**config.mk**
```make
export PLATFORM = sky130hd
export DESIGN_NAME = alu_share_ctrl
export DESIGN_NICKNAME = d
export VERILOG_FILES = /design/src/rtl/alu_share_ctrl.sv
export SDC_FILE = /design/constraint.sdc
export NUM_CORES = 1
export LEC_CHECK = 0
export CAP_MARGIN = 20
export CORE_MARGIN = 2
export CORE_UTILIZATION = 51
export CTS_BUF_LIST = sky130_fd_sc_hd__clkbuf_8
export CTS_CLUSTER_DIAMETER = 150
export CTS_CLUSTER_SIZE = 10
export DETAILED_ROUTE_END_ITERATION = 8
export PLACE_DENSITY = 0.84
export RECOVER_POWER = 25
export SYNTH_ARGS = -nofsm -noshare
export SYNTH_HDL_FRONTEND = slang
export SYNTH_SLANG_ARGS = --single-unit
```
**constraint.sdc**
```tcl
create_clock -name clk -period 3.6 [get_ports clk]
set_input_delay 1.08 -clock clk [delete_from_list [all_inputs] [get_ports clk]]
set_output_delay 1.08 -clock clk [all_outputs]
set_load 0.01 [all_outputs]
```
**src/rtl/alu_share_ctrl.sv**
```systemverilog
// alu_share_ctrl
//   Shares one external combinational 4-bit ALU between two requesters.
//   A round-robin arbiter grants one request at a time. The controller
//   latches the granted opcode and operands and drives the ALU. It then
//   captures the result and pulses the done line of the granted requester.
//   An unsigned 4x4 multiply is built from MUL_STEPS shift-add passes
//   through the ALU adder.
//
//   Bit order: every [0:N] vector uses bit 0 as the LSB.
//
// Ports:
//   clk, reset_n          clock (rising edge), async active-low reset
//   req0/op0/a0/b0        requester 0: level request, opcode, operands
//   req1/op1/a1/b1        requester 1: same meaning
//   done0, done1          one-cycle completion pulse to the granted requester
//   res[0:7], err         result and illegal-opcode flag, held until next capture
//   busy                  high whenever the controller is not idle
//   gnt_id                requester currently or last served
//   alu_a, alu_b          ALU operands
//   alu_c0, alu_c1        ALU function select (c1c0: 00 add, 01 and, 10 not-a, 11 xnor)
//   alu_y, alu_z          ALU results; z[3] is carry-out in add mode
module alu_share_ctrl #(
  parameter int MUL_STEPS = 4
) (
  input  logic       clk,
  input  logic       reset_n,
  input  logic       req0,
  input  logic [2:0] op0,
  input  logic [0:3] a0,
  input  logic [0:3] b0,
  input  logic       req1,
  input  logic [2:0] op1,
  input  logic [0:3] a1,
  input  logic [0:3] b1,
  output logic       done0,
  output logic       done1,
  output logic [0:7] res,
  output logic       err,
  output logic       busy,
  output logic       gnt_id,
  output logic [0:3] alu_a,
  output logic [0:3] alu_b,
  output logic       alu_c0,
  output logic       alu_c1,
  input  logic [0:3] alu_y,
  input  logic [0:3] alu_z
);

  localparam logic [1:0] S_IDLE = 2'd0;
  localparam logic [1:0] S_EXEC = 2'd1;
  localparam logic [1:0] S_MUL  = 2'd2;
  localparam logic [1:0] S_DONE = 2'd3;

  localparam int STEP_W = (MUL_STEPS > 1) ? $clog2(MUL_STEPS) : 1;
  localparam logic [STEP_W-1:0] LAST_STEP = STEP_W'(MUL_STEPS - 1);

  logic [1:0]        state;
  logic [STEP_W-1:0] step;
  logic [2:0]        op_q;
  logic [0:3]        a_q;
  logic [0:3]        b_q;
  logic [0:3]        acc;
  logic [0:3]        mq;

  logic              grant;
  logic              pick;
  logic [2:0]        sel_op;
  logic [0:3]        sel_a;
  logic [0:3]        sel_b;
  logic [0:3]        acc_next;
  logic [0:3]        mq_next;
  logic [0:7]        exec_res;
  logic              exec_err;

  // gnt_id doubles as the last-grant pointer: on a tie the other side wins.
  assign pick   = (req0 && req1) ? ~gnt_id : req1;
  assign grant  = (state == S_IDLE) && (req0 || req1);
  assign sel_op = pick ? op1 : op0;
  assign sel_a  = pick ? a1  : a0;
  assign sel_b  = pick ? b1  : b0;

  // One shift-add step: {carry, sum, mq} shifted one place toward the LSB.
  assign acc_next = {alu_y[1:3], alu_z[3]};
  assign mq_next  = {mq[1:3], alu_y[0]};

  assign busy  = (state != S_IDLE);
  assign done0 = (state == S_DONE) && !gnt_id;
  assign done1 = (state == S_DONE) &&  gnt_id;

  // ALU drive: zero unless executing a legal op or stepping the multiply.
  always_comb begin
    alu_a  = '0;
    alu_b  = '0;
    alu_c0 = 1'b0;
    alu_c1 = 1'b0;
    case (state)
      S_EXEC: begin
        if (!op_q[2]) begin
          alu_a            = a_q;
          alu_b            = b_q;
          {alu_c1, alu_c0} = op_q[1:0];
        end
      end
      S_MUL: begin
        alu_a = acc;
        alu_b = mq[0] ? a_q : 4'b0000;
      end
      default: ;
    endcase
  end

  // Single-cycle result formatting from the ALU outputs.
  always_comb begin
    exec_res = '0;
    exec_err = 1'b0;
    case (op_q)
      3'b000:         exec_res = {alu_y, alu_z[3], 3'b000};
      3'b001, 3'b010: exec_res = {alu_y, 4'b0000};
      3'b011:         exec_res = {&alu_z, 7'b0000000};
      default:        exec_err = 1'b1;
    endcase
  end

  // Control state, arbitration pointer and captured result.
  always_ff @(posedge clk or negedge reset_n) begin
    if (!reset_n) begin
      state  <= S_IDLE;
      gnt_id <= 1'b1;
      step   <= '0;
      res    <= '0;
      err    <= 1'b0;
    end else begin
      case (state)
        S_IDLE: begin
          if (grant) begin
            gnt_id <= pick;
            state  <= (sel_op == 3'b100) ? S_MUL : S_EXEC;
          end
        end
        S_EXEC: begin
          res   <= exec_res;
          err   <= exec_err;
          state <= S_DONE;
        end
        S_MUL: begin
          if (step == LAST_STEP) begin
            step  <= '0;
            res   <= {mq_next, acc_next};
            err   <= 1'b0;
            state <= S_DONE;
          end else begin
            step <= step + 1'b1;
          end
        end
        default: state <= S_IDLE;
      endcase
    end
  end

  // Operand and multiply datapath registers; qualified by state, so no reset.
  always_ff @(posedge clk) begin
    if (grant) begin
      op_q <= sel_op;
      a_q  <= sel_a;
      b_q  <= sel_b;
      acc  <= '0;
      mq   <= sel_b;
    end else if (state == S_MUL) begin
      acc <= acc_next;
      mq  <= mq_next;
    end
  end

endmodule
```
==> out/metrics.cfg <==
[status]
run_status = finished, final reports clean

[cts]
cts_setup_buffers = 0
htreeDepth = 2
cts_resized = 0
cts_hold_buf = 0
cts_root_buf = clkbuf_8
numCtsBuffers = 5
cts_tree = done
clock_sinks = 33
cts.clk_slew.worst_paths_ps = 70
clock_latency_ps = 290
cts_buffer_depth = 2

[detailed_routing]
routed_wl_microns = 4188
wl_met3_microns = 250
post_drt_wl_per_cell_microns = 16.42
met1_length_microns = 1712
drc_errors = 0
avgViaCountPerCell = 5.412
routed-wl-met2_microns = 2158
vias = 1380
drtIter0Drc = 71
ant_nets = 0
first_pass_iters = 4
highest_layer = met4

[sta]
fin_skew_ps = 5.674
hold_viol = 0
relSlewSlack_pct = 51.90
fmax_mhz = 304.7
whs_ps = 490.7
slew_violations = 0
period_share_pct = 91.16
setup_violations = 0
rsz0062_at_grt = false
min_period_ps = 3282
totalNegativeSetupSlack_ps = 0
worst_slew_pin_slew_ps = 713.9

[power_and_ir_drop]
peakVddDrop_mv = 0.4138
leakage_nw = 0.9298
power.density_mw_per_mm2 = 777.3

[logic_synthesis]
netlist_instances = 147
synth_top_area_share_pct = 25.66
yosys.cell_types.count = 35
synthesis.nets = 187
avgSynthCellArea_sq_um = 11.94
synth_seq_cells = 33
syn_area_sq_mm = 0.001755
yosysSeqAreaShare_pct = 50.25
synth_top_area_cell = edfxtp_1
synth_area_leaders = edfxtp_1 (26%), dfrtp_1 (19%), mux2_2 (9.6%)
yosys_warnings = 0

[setup_path]
crit_path_cell_trace = inv_1, ha_1, nor2b_1, buf_4, a22oi_1, nor2b_1, clkdlybuf4s50_1
worst-setup-path-type = reg2out
max_stage_delay_ps = 550
cp-end-kind = primary output
cp_max_fo = 10
slowest_stage = clkdlybuf4s50_1
cp_top_family = buffers and inverters
cpMostUsedCell = nor2b_1
path_buf_inv = 3
crit_arrival_ps = 2200
cp.required_ps = 2520
worst_setup_path_start_kind = register

[global_route]
grt.overflow.total = 0
grt_max_degree = 15
antenna_found_initial = 0
first_global_vias = 1424
grt_pass1_wl_microns = 6969
track_usage_pct = 23.03

[floorplan]
start_util_pct = 53.02
fp.dieH_microns = 62.67
rows = 21
fp.dieW_microns = 62.67
pin_count = 57
core_area_sq_mm = 0.003311
dieArea_sq_mm = 0.003928

[place]
gp_congestion = 0.8244
place_hpwl_microns = 3276
place_area_sq_mm = 0.002369
io_buffers = 56

[hold_path]
min_path_type = reg2reg

[cells_and_area]
layout-drive-gt1-share_pct = 15.79
layout_common_cells = clkdlybuf4s50_1 (51), mux2_2 (15), edfxtp_1 (15), dfrtp_1 (13)
antenna_cells = 0
nNetsFinal = 248
final_common_cell = clkdlybuf4s50_1
final_area_sq_mm = 0.002476
syn2layout_area_growth_pct = 41.05

[run]
cap_violations = 0

## per-stage QoR
stage	setup WS [ps]	power, mW	cells	utilization [%]
3_5_place_dp	584.6	1.584	247	71.54
3_3_place_gp	643.4	1.535	247	71.54
6_report	318.1	1.925	255	74.79
2_1_floorplan	1144	1.216	147	-
5_1_grt	164.3	2.048	255	74.79
4_1_cts	295.0	1.946	255	75.02
## power by group
group          total, mW  internal (mW)  switching [mW]
Combinational      0.888          0.461           0.427
Clock              0.354          0.207           0.147
Sequential         0.683          0.576           0.106
Total               1.92           1.24           0.680
## cell families after synthesis
group	after synthesis	share of synthesized area [%]
simple gates	39	12.76
compound gates	31	11.97
fa+ha+maj	6	4.276
flops	33	50.25
mux	28	17.89
buf+inv	10	2.851
## routing by layer
metal  vias up  global-route usage, %
met4         0                  6.111
met1       652                  28.81
li1        666                      -
met5         -                      0
met2        56                  39.78
met3         6                  5.766
## registers in the layout (all words and copies together), names as in the netlist
signal	flops
a_q	4
step	2
acc	4
state	2
gnt_id	1
op_q	3
mq	4
res	8
b_q	4
err	1
## cells in the mapped netlist (all sizes together)
library cell and n:
mux2 18, edfxtp 15, dfrtp 13, nor2b 11, o21ai 11, mux2i 10
nor2 9, nand2 8, a22oi 7, ha 6, a32oi 5, buf 5
dfxtp 4, inv 4, and2 3, nor3b 3, a21oi 2, o211ai 2
a211oi 1, a21boi 1, a221oi 1, a31oi 1, and2b 1, and4 1
clkbuf 1, dfstp 1, nand4 1, or4 1, or4b 1
## final timing paths
| kind | to | from | cells after the start | slack [ps] |
|---|---|---|---|---|
| worst max-delay path | alu_a[2] | state[1] | 7 | 320 |
| worst min-delay path | res[1] | res[1] | 2 | 490 |
| worst max register to register | res[0] | state[0] | 6 | 1510 |
| worst min register to register | res[1] | res[1] | 2 | 490 |
| max in group asynchronous | res[3] | reset_n | 1 | 1920 |
| min in group asynchronous | res[6] | reset_n | 1 | 1260 |
## worst min-delay path: stages (launching register included)
cell and delay [ps]:
dfrtp_1 340, nand2_1 50, o21ai_0 60
## layout make-up
cell class	instances	area, sq um
Clock buffer	5	68.82
Clock inverter	3	46.29
Fill cell	254	834.6
Inverter	4	15.01
Multi-Input combinational cell	104	815.8
Sequential cell	33	882.1
Tap cell	46	57.56
Timing Repair Buffer	60	590.6
Power figures use the tool's default switching activity.
==> edit 1 (same settings) <==
`MUL_STEPS`: 4 -> 8.
--- a/src/rtl/alu_share_ctrl.sv
+++ b/src/rtl/alu_share_ctrl.sv
@@ -22,3 +22,3 @@
 module alu_share_ctrl #(
-  parameter int MUL_STEPS = 4
+  parameter int MUL_STEPS = 8
 ) (
Formal check against the unedited RTL: not equivalent (Yosys sat finds a counterexample within 10 cycles, from zero or initial values and one cycle with reset_n low).
==> edit 1 against the original RTL <==
  * Power down 0.96%
  * Critical path type unchanged
  * Sequential share of layout area grew 0.70 points
  * Global-route usage fell by 0.52 points
  * Cell count grew 0.78%
  * Utilization decreased by 0.54 points
  * Routed wire length up 2.8%
  * Final area increased by 0.86%
  * Area after synthesis rose by 2.4%
  * Setup slack lost 110 ps
  * Clock skew decreased by 3.2 ps
  * Largest cell class unchanged
  * Critical endpoint is now alu_a[0]
  * Sequential cell count up 1
  * Synthesized cell count up 2.0%
==> edit 1: results (changes against the original RTL) <==
| Metric | Value |
|---|---|
| HPWL after DPL | `3330 um (was 3280 um)` |
| Distinct cell type count of the synthesized netlist | `38 (was 35)` |
| Warnings, synthesis | `0 (unchanged)` |
| Final min period | `3390 ps (was 3280 ps)` |
| Mapped Cells | `150 (was 147)` |
| Share of async-settable or async-resettable flops after synthesis | `0.441 (was 0.424)` |
| Flop2flop setup slack | `990 ps (was 1510 ps)` |
| Critical path launch point type | `flop (unchanged)` |
| HP Class | `reg -> reg (unchanged)` |
| Share of layout cells above drive strength 1 | `0.152 (was 0.158)` |
| Vias in the first global route | `1,441 (was 1,424)` |
| Hold path start | `res[2] (was res[1])` |
| Register area share after synthesis | `0.505 (was 0.502)` |
| Grt total ovfl | `0 (unchanged)` |
| P_leak | `0.944 nW (was 0.930 nW)` |
| Area contributors post-synth | `edfxtp_1 25%, dfrtp_1 19%, mux2_2 9.4% (was edfxtp_1 26%, dfrtp_1 19%, mux2_2 9.6%)` |
| Status | `complete, no violations (unchanged)` |
| Sw Ratio | `0.360 (was 0.353)` |
| Maximum vdd drop | `0.388 mV (was 0.414 mV)` |
| Crit path max fanout | `10 (unchanged)` |
| Final net count | `251 (was 248)` |
| Slew @ Worst Pin | `769 ps (was 714 ps)` |
| Largest Register | `res (unchanged)` |
| Hold EP | `res[2] (was res[1])` |
| Fin cells | `257 (was 255)` |
| Count of buffers from port buffering | `56 (unchanged)` |
| ANT cells | `0 (unchanged)` |
| Skew final | `2.51 ps (was 5.67 ps)` |
| Crit path to | `alu_a[0] (was alu_a[2])` |
| Total Routed Length | `4310 um (was 4190 um)` |
| RePlAce Congestion | `0.864 (was 0.824)` |
| Synth top cells by count | `15 x edfxtp_1, 15 x mux2_2, 14 x dfrtp_1 (was 15 x edfxtp_1, 15 x mux2_2, 13 x dfrtp_1)` |
| Setup WS pre-CTS | `309 ps (was 585 ps)` |
| Iter 0 DRT Violations | `72 (was 71)` |
| Routed vias/inst | `5.62 (was 5.41)` |
| Root Buffer | `clkbuf_8 (unchanged)` |
| H-tree level count | `2 (unchanged)` |
| Beginning of the worst register-to-register path | `state[0] (unchanged)` |
| Clock Tree Buf Depth | `2 (unchanged)` |
| Largest stage delay, worst path | `560 ps` |
| Largest register FFs | `8 (unchanged)` |
| Overall Global Routing Usage | `0.225 (was 0.230)` |
| Fill count | `272 (was 254)` |
| Slowest cell on the critical path | `clkdlybuf4s50_1 (unchanged)` |
| Worst EP arrival | `2310 ps (was 2200 ps)` |
| First-pass GRT wire length | `6840 um (was 6970 um)` |
| Cts bufs inserted | `5 (unchanged)` |
| Post-CTS setup buffer count | `0 (unchanged)` |
| Synth Net Count | `191 (was 187)` |
| Largest net degree at the start of global routing | `17 (was 15)` |
-- edit 1: area by class of cell --
class,count,area (um^2),share of cell area
flip-flops and latches,34,907,0.363
multi-input cells,105,840,0.336
repair buffers,59,579,0.232
clock buffers,6,82.6,0.0331
well taps,46,57.6,0.0230
inverters,5,18.8,0.00752
clock inverters,2,12.5,0.00501
-- edit 1: power by group through the flow --
stage | clock network (mW) | logic, mW | registers (mW)
3_3_place_gp | 0 | 0.861 | 0.703
4_1_cts | 0.296 | 0.909 | 0.713
3_5_place_dp | 0 | 0.901 | 0.718
5_1_grt | 0.313 | 0.979 | 0.733
2_1_floorplan | 0 | 0.539 | 0.703
6_report | 0.290 | 0.900 | 0.716
-- edit 1: through the flow --
stage	hold WS, ps	cell area [um^2]
2_1_floorplan	459	1800
3_3_place_gp	463	2400
3_5_place_dp	469	2400
4_1_cts	485	2500
5_1_grt	524	2500
6_report	483	2500
-- edit 1: layer usage --
metal,wire [um],GRT usage,vias up
li1,-,-,680
met1,1800,0.267,689
met2,2120,0.382,60
met3,240,0.0589,16
met4,143,0.101,0
met5,0,0,-
-- edit 1: cells by family after synthesis --
| logic type | count (synthesis) | share of synthesized area |
|---|---|---|
| AO/OA/AOI/OAI | 32 | 0.125 |
| adder cells (fa/ha/maj) | 7 | 0.0487 |
| buffers and inverters | 11 | 0.0292 |
| flip-flops | 34 | 0.505 |
| multiplexers | 28 | 0.173 |
| AND/OR/NAND/NOR | 38 | 0.120 |
-- edit 1: worst reg2reg max path: cells and delay by family (launching register included) --
family	cells	cell delay [ps]
AND/OR/NAND/NOR	1	200
buffers and inverters	2	740
adder cells (fa/ha/maj)	1	350
flip-flops	1	430
multiplexers	1	710
AO/OA/AOI/OAI	1	70
==> edit 2 (config.mk and constraints unchanged) <==
Without the edit above. Reset style: synchronous (`reset_n`), changed in one clocked block. Comments in the files are not updated.
--- a/src/rtl/alu_share_ctrl.sv
+++ b/src/rtl/alu_share_ctrl.sv
@@ -124,3 +124,3 @@
   // Control state, arbitration pointer and captured result.
-  always_ff @(posedge clk or negedge reset_n) begin
+  always_ff @(posedge clk) begin
     if (!reset_n) begin
Behaviour: differs if reset_n is asserted again (counterexample within 4 cycles, from zero or initial values and one cycle with reset_n low); with reset_n held inactive, the same outputs for 10 cycles.
==> edit 2 against the original RTL <==
  * Die area decreased by 0.67%
  * Critical endpoint is now alu_b[2]
  * Largest power group is now sequential cells
  * Sequential cell count unchanged
  * Critical path type unchanged
  * Maximum frequency fell by 0.99%
  * Power is 22% lower
  * Setup slack lost 33 ps
  * Area after synthesis fell by 0.71%
  * Final area shrank 2.1%
  * Routed wire length grew 2.5%
==> edit 2: results (changes against the original RTL) <==
| Metric | Value |
|---|---|
| HP Class | `reg -> reg (unchanged)` |
| Largest net degree at the start of global routing | `23 (was 15)` |
| Warnings, synthesis | `0 (unchanged)` |
| Register area share after synthesis | `0.465 (was 0.502)` |
| Cts bufs inserted | `5 (unchanged)` |
| Fin. max-slew vios | `0 (unchanged)` |
| Beginning of the worst register-to-register path | `state[0] (unchanged)` |
| Clk pin slew, worst setup/hold paths | `70 ps (about the same)` |
| Clk Latency, worst-skew pair | `300 ps` |
| P_leak | `0.873 nW (was 0.930 nW)` |
| RePlAce Congestion | `0.900 (was 0.824)` |
| HPWL after DPL | `3310 um (was 3280 um)` |
| ANT cells | `0 (unchanged)` |
| Share of layout cells above drive strength 1 | `0.144 (was 0.158)` |
| Hold path start | `acc[0] (was res[1])` |
| Synth Flop Type | `dfxtp_1 (was edfxtp_1)` |
| Post-CTS setup buffer count | `0 (unchanged)` |
| Synth Net Count | `196 (was 187)` |
| Rel. slew slack | `0.310 (was 0.519)` |
| EDFF count, synth | `15 (unchanged)` |
| Iter 0 DRT Violations | `103 (was 71)` |
| First drt pass iteration count | `4 (unchanged)` |
| Crit path to | `alu_b[2] (was alu_a[2])` |
| Worst EP arrival | `2230 ps (was 2200 ps)` |
| Largest stage delay, worst path | `580 ps (was 550 ps)` |
| First-pass GRT wire length | `6990 um (was 6970 um)` |
| Skew final | `8.54 ps (was 5.67 ps)` |
| Slowest cell on the critical path | `clkdlybuf4s50_1 (unchanged)` |
| Vias in the first global route | `1,460 (was 1,424)` |
| Overall Global Routing Usage | `0.233 (was 0.230)` |
| Hold EP | `acc[0] (was res[1])` |
| Clock Tree Buf Depth | `2 (unchanged)` |
| DP Area | `2350 um^2 (was 2370 um^2)` |
| Final net count | `255 (was 248)` |
| Routed vias/inst | `5.56 (was 5.41)` |
| Psw | `0.520 mW (was 0.680 mW)` |
| Initial Util | `0.526 (was 0.530)` |
| Synth top cells by count | `18 x dfxtp_1, 18 x mux2_2, 17 x nor2b_1 (was 15 x edfxtp_1, 15 x mux2_2, 13 x dfrtp_1)` |
| Initial antenna violation count | `0 (unchanged)` |
| Largest Register | `res (unchanged)` |
| Area contributors post-synth | `edfxtp_1 26%, dfxtp_1 21%, mux2_2 12% (was edfxtp_1 26%, dfrtp_1 19%, mux2_2 9.6%)` |
| WHS Path Cells | `2 (unchanged)` |
| Flop2flop setup slack | `890 ps (was 1510 ps)` |
| Distinct cell type count of the synthesized netlist | `30 (was 35)` |
| H-tree level count | `2 (unchanged)` |
| Count of buffers from port buffering | `56 (unchanged)` |
| Largest register FFs | `8 (unchanged)` |
| Total Routed Length | `4290 um (was 4190 um)` |
| Maximum vdd drop | `0.357 mV (was 0.414 mV)` |
| Root Buffer | `clkbuf_8 (unchanged)` |
| FF-to-FF End | `res[0] (unchanged)` |
| Worst R2R Path Depth | `6 (unchanged)` |
| Share of async-settable or async-resettable flops after synthesis | `0 (was 0.424)` |
| Status | `complete, no violations (unchanged)` |
| Crit path max fanout | `10 (unchanged)` |
| CTS resizes | `0 (unchanged)` |
| CP startpoint | `state[1] (unchanged)` |
## edit 2: kinds of logic (layout without fill, tap and decap cells)
logic type	count (synthesis)	in the layout	synth area share
buffers and inverters	11	71	0.0301
AO/OA/AOI/OAI	34	34	0.133
adder cells (fa/ha/maj)	6	6	0.0431
multiplexers	27	27	0.174
flip-flops	33	33	0.465
AND/OR/NAND/NOR	45	45	0.155
## edit 2: routing by layer
layer / GRT usage / part of all wire / vias to the layer above
met4: 0.106 / 0.024 / 0
li1: - / - / 696
met5: 0 / 0 / -
met1: 0.263 / 0.39 / 689
met3: 0.0757 / 0.084 / 10
met2: 0.398 / 0.50 / 61
## edit 2: per-stage QoR
step | worst slack, ps | hold WS [ps] | power [mW] | std cells
floorplan | 1220 | 461 | 0.988 | 156
global placement | 567 | 497 | 1.22 | 254
detailed placement | 468 | 498 | 1.25 | 254
CTS | 139 | 519 | 1.52 | 262
global route | 197 | 567 | 1.59 | 262
finish | 285 | 519 | 1.51 | 262
## edit 2: layout make-up
| type | count | area [um^2] |
|---|---|---|
| clock buffers | 5 | 68.8 |
| repair buffers | 59 | 579 |
| fillers | 265 | 886 |
| inverters | 4 | 15.0 |
| well taps | 46 | 57.6 |
| multi-input cells | 112 | 880 |
| clock inverters | 3 | 13.8 |
| flip-flops and latches | 33 | 811 |
## edit 2: worst max-delay path, delay by kind of cell (launching register included)
family	cells	cell delay, ps
compound gates	1	110
fa+ha+maj	1	240
buf+inv	2	680
flops	1	360
simple gates	2	550
## edit 2: power groups by stage
stage | clock, mW | sequential, mW | combinational, mW
2_1_floorplan | 0 | 0.626 | 0.362
3_3_place_gp | 0 | 0.636 | 0.582
3_5_place_dp | 0 | 0.645 | 0.603
4_1_cts | 0.271 | 0.639 | 0.608
5_1_grt | 0.286 | 0.654 | 0.649
6_report | 0.266 | 0.640 | 0.599
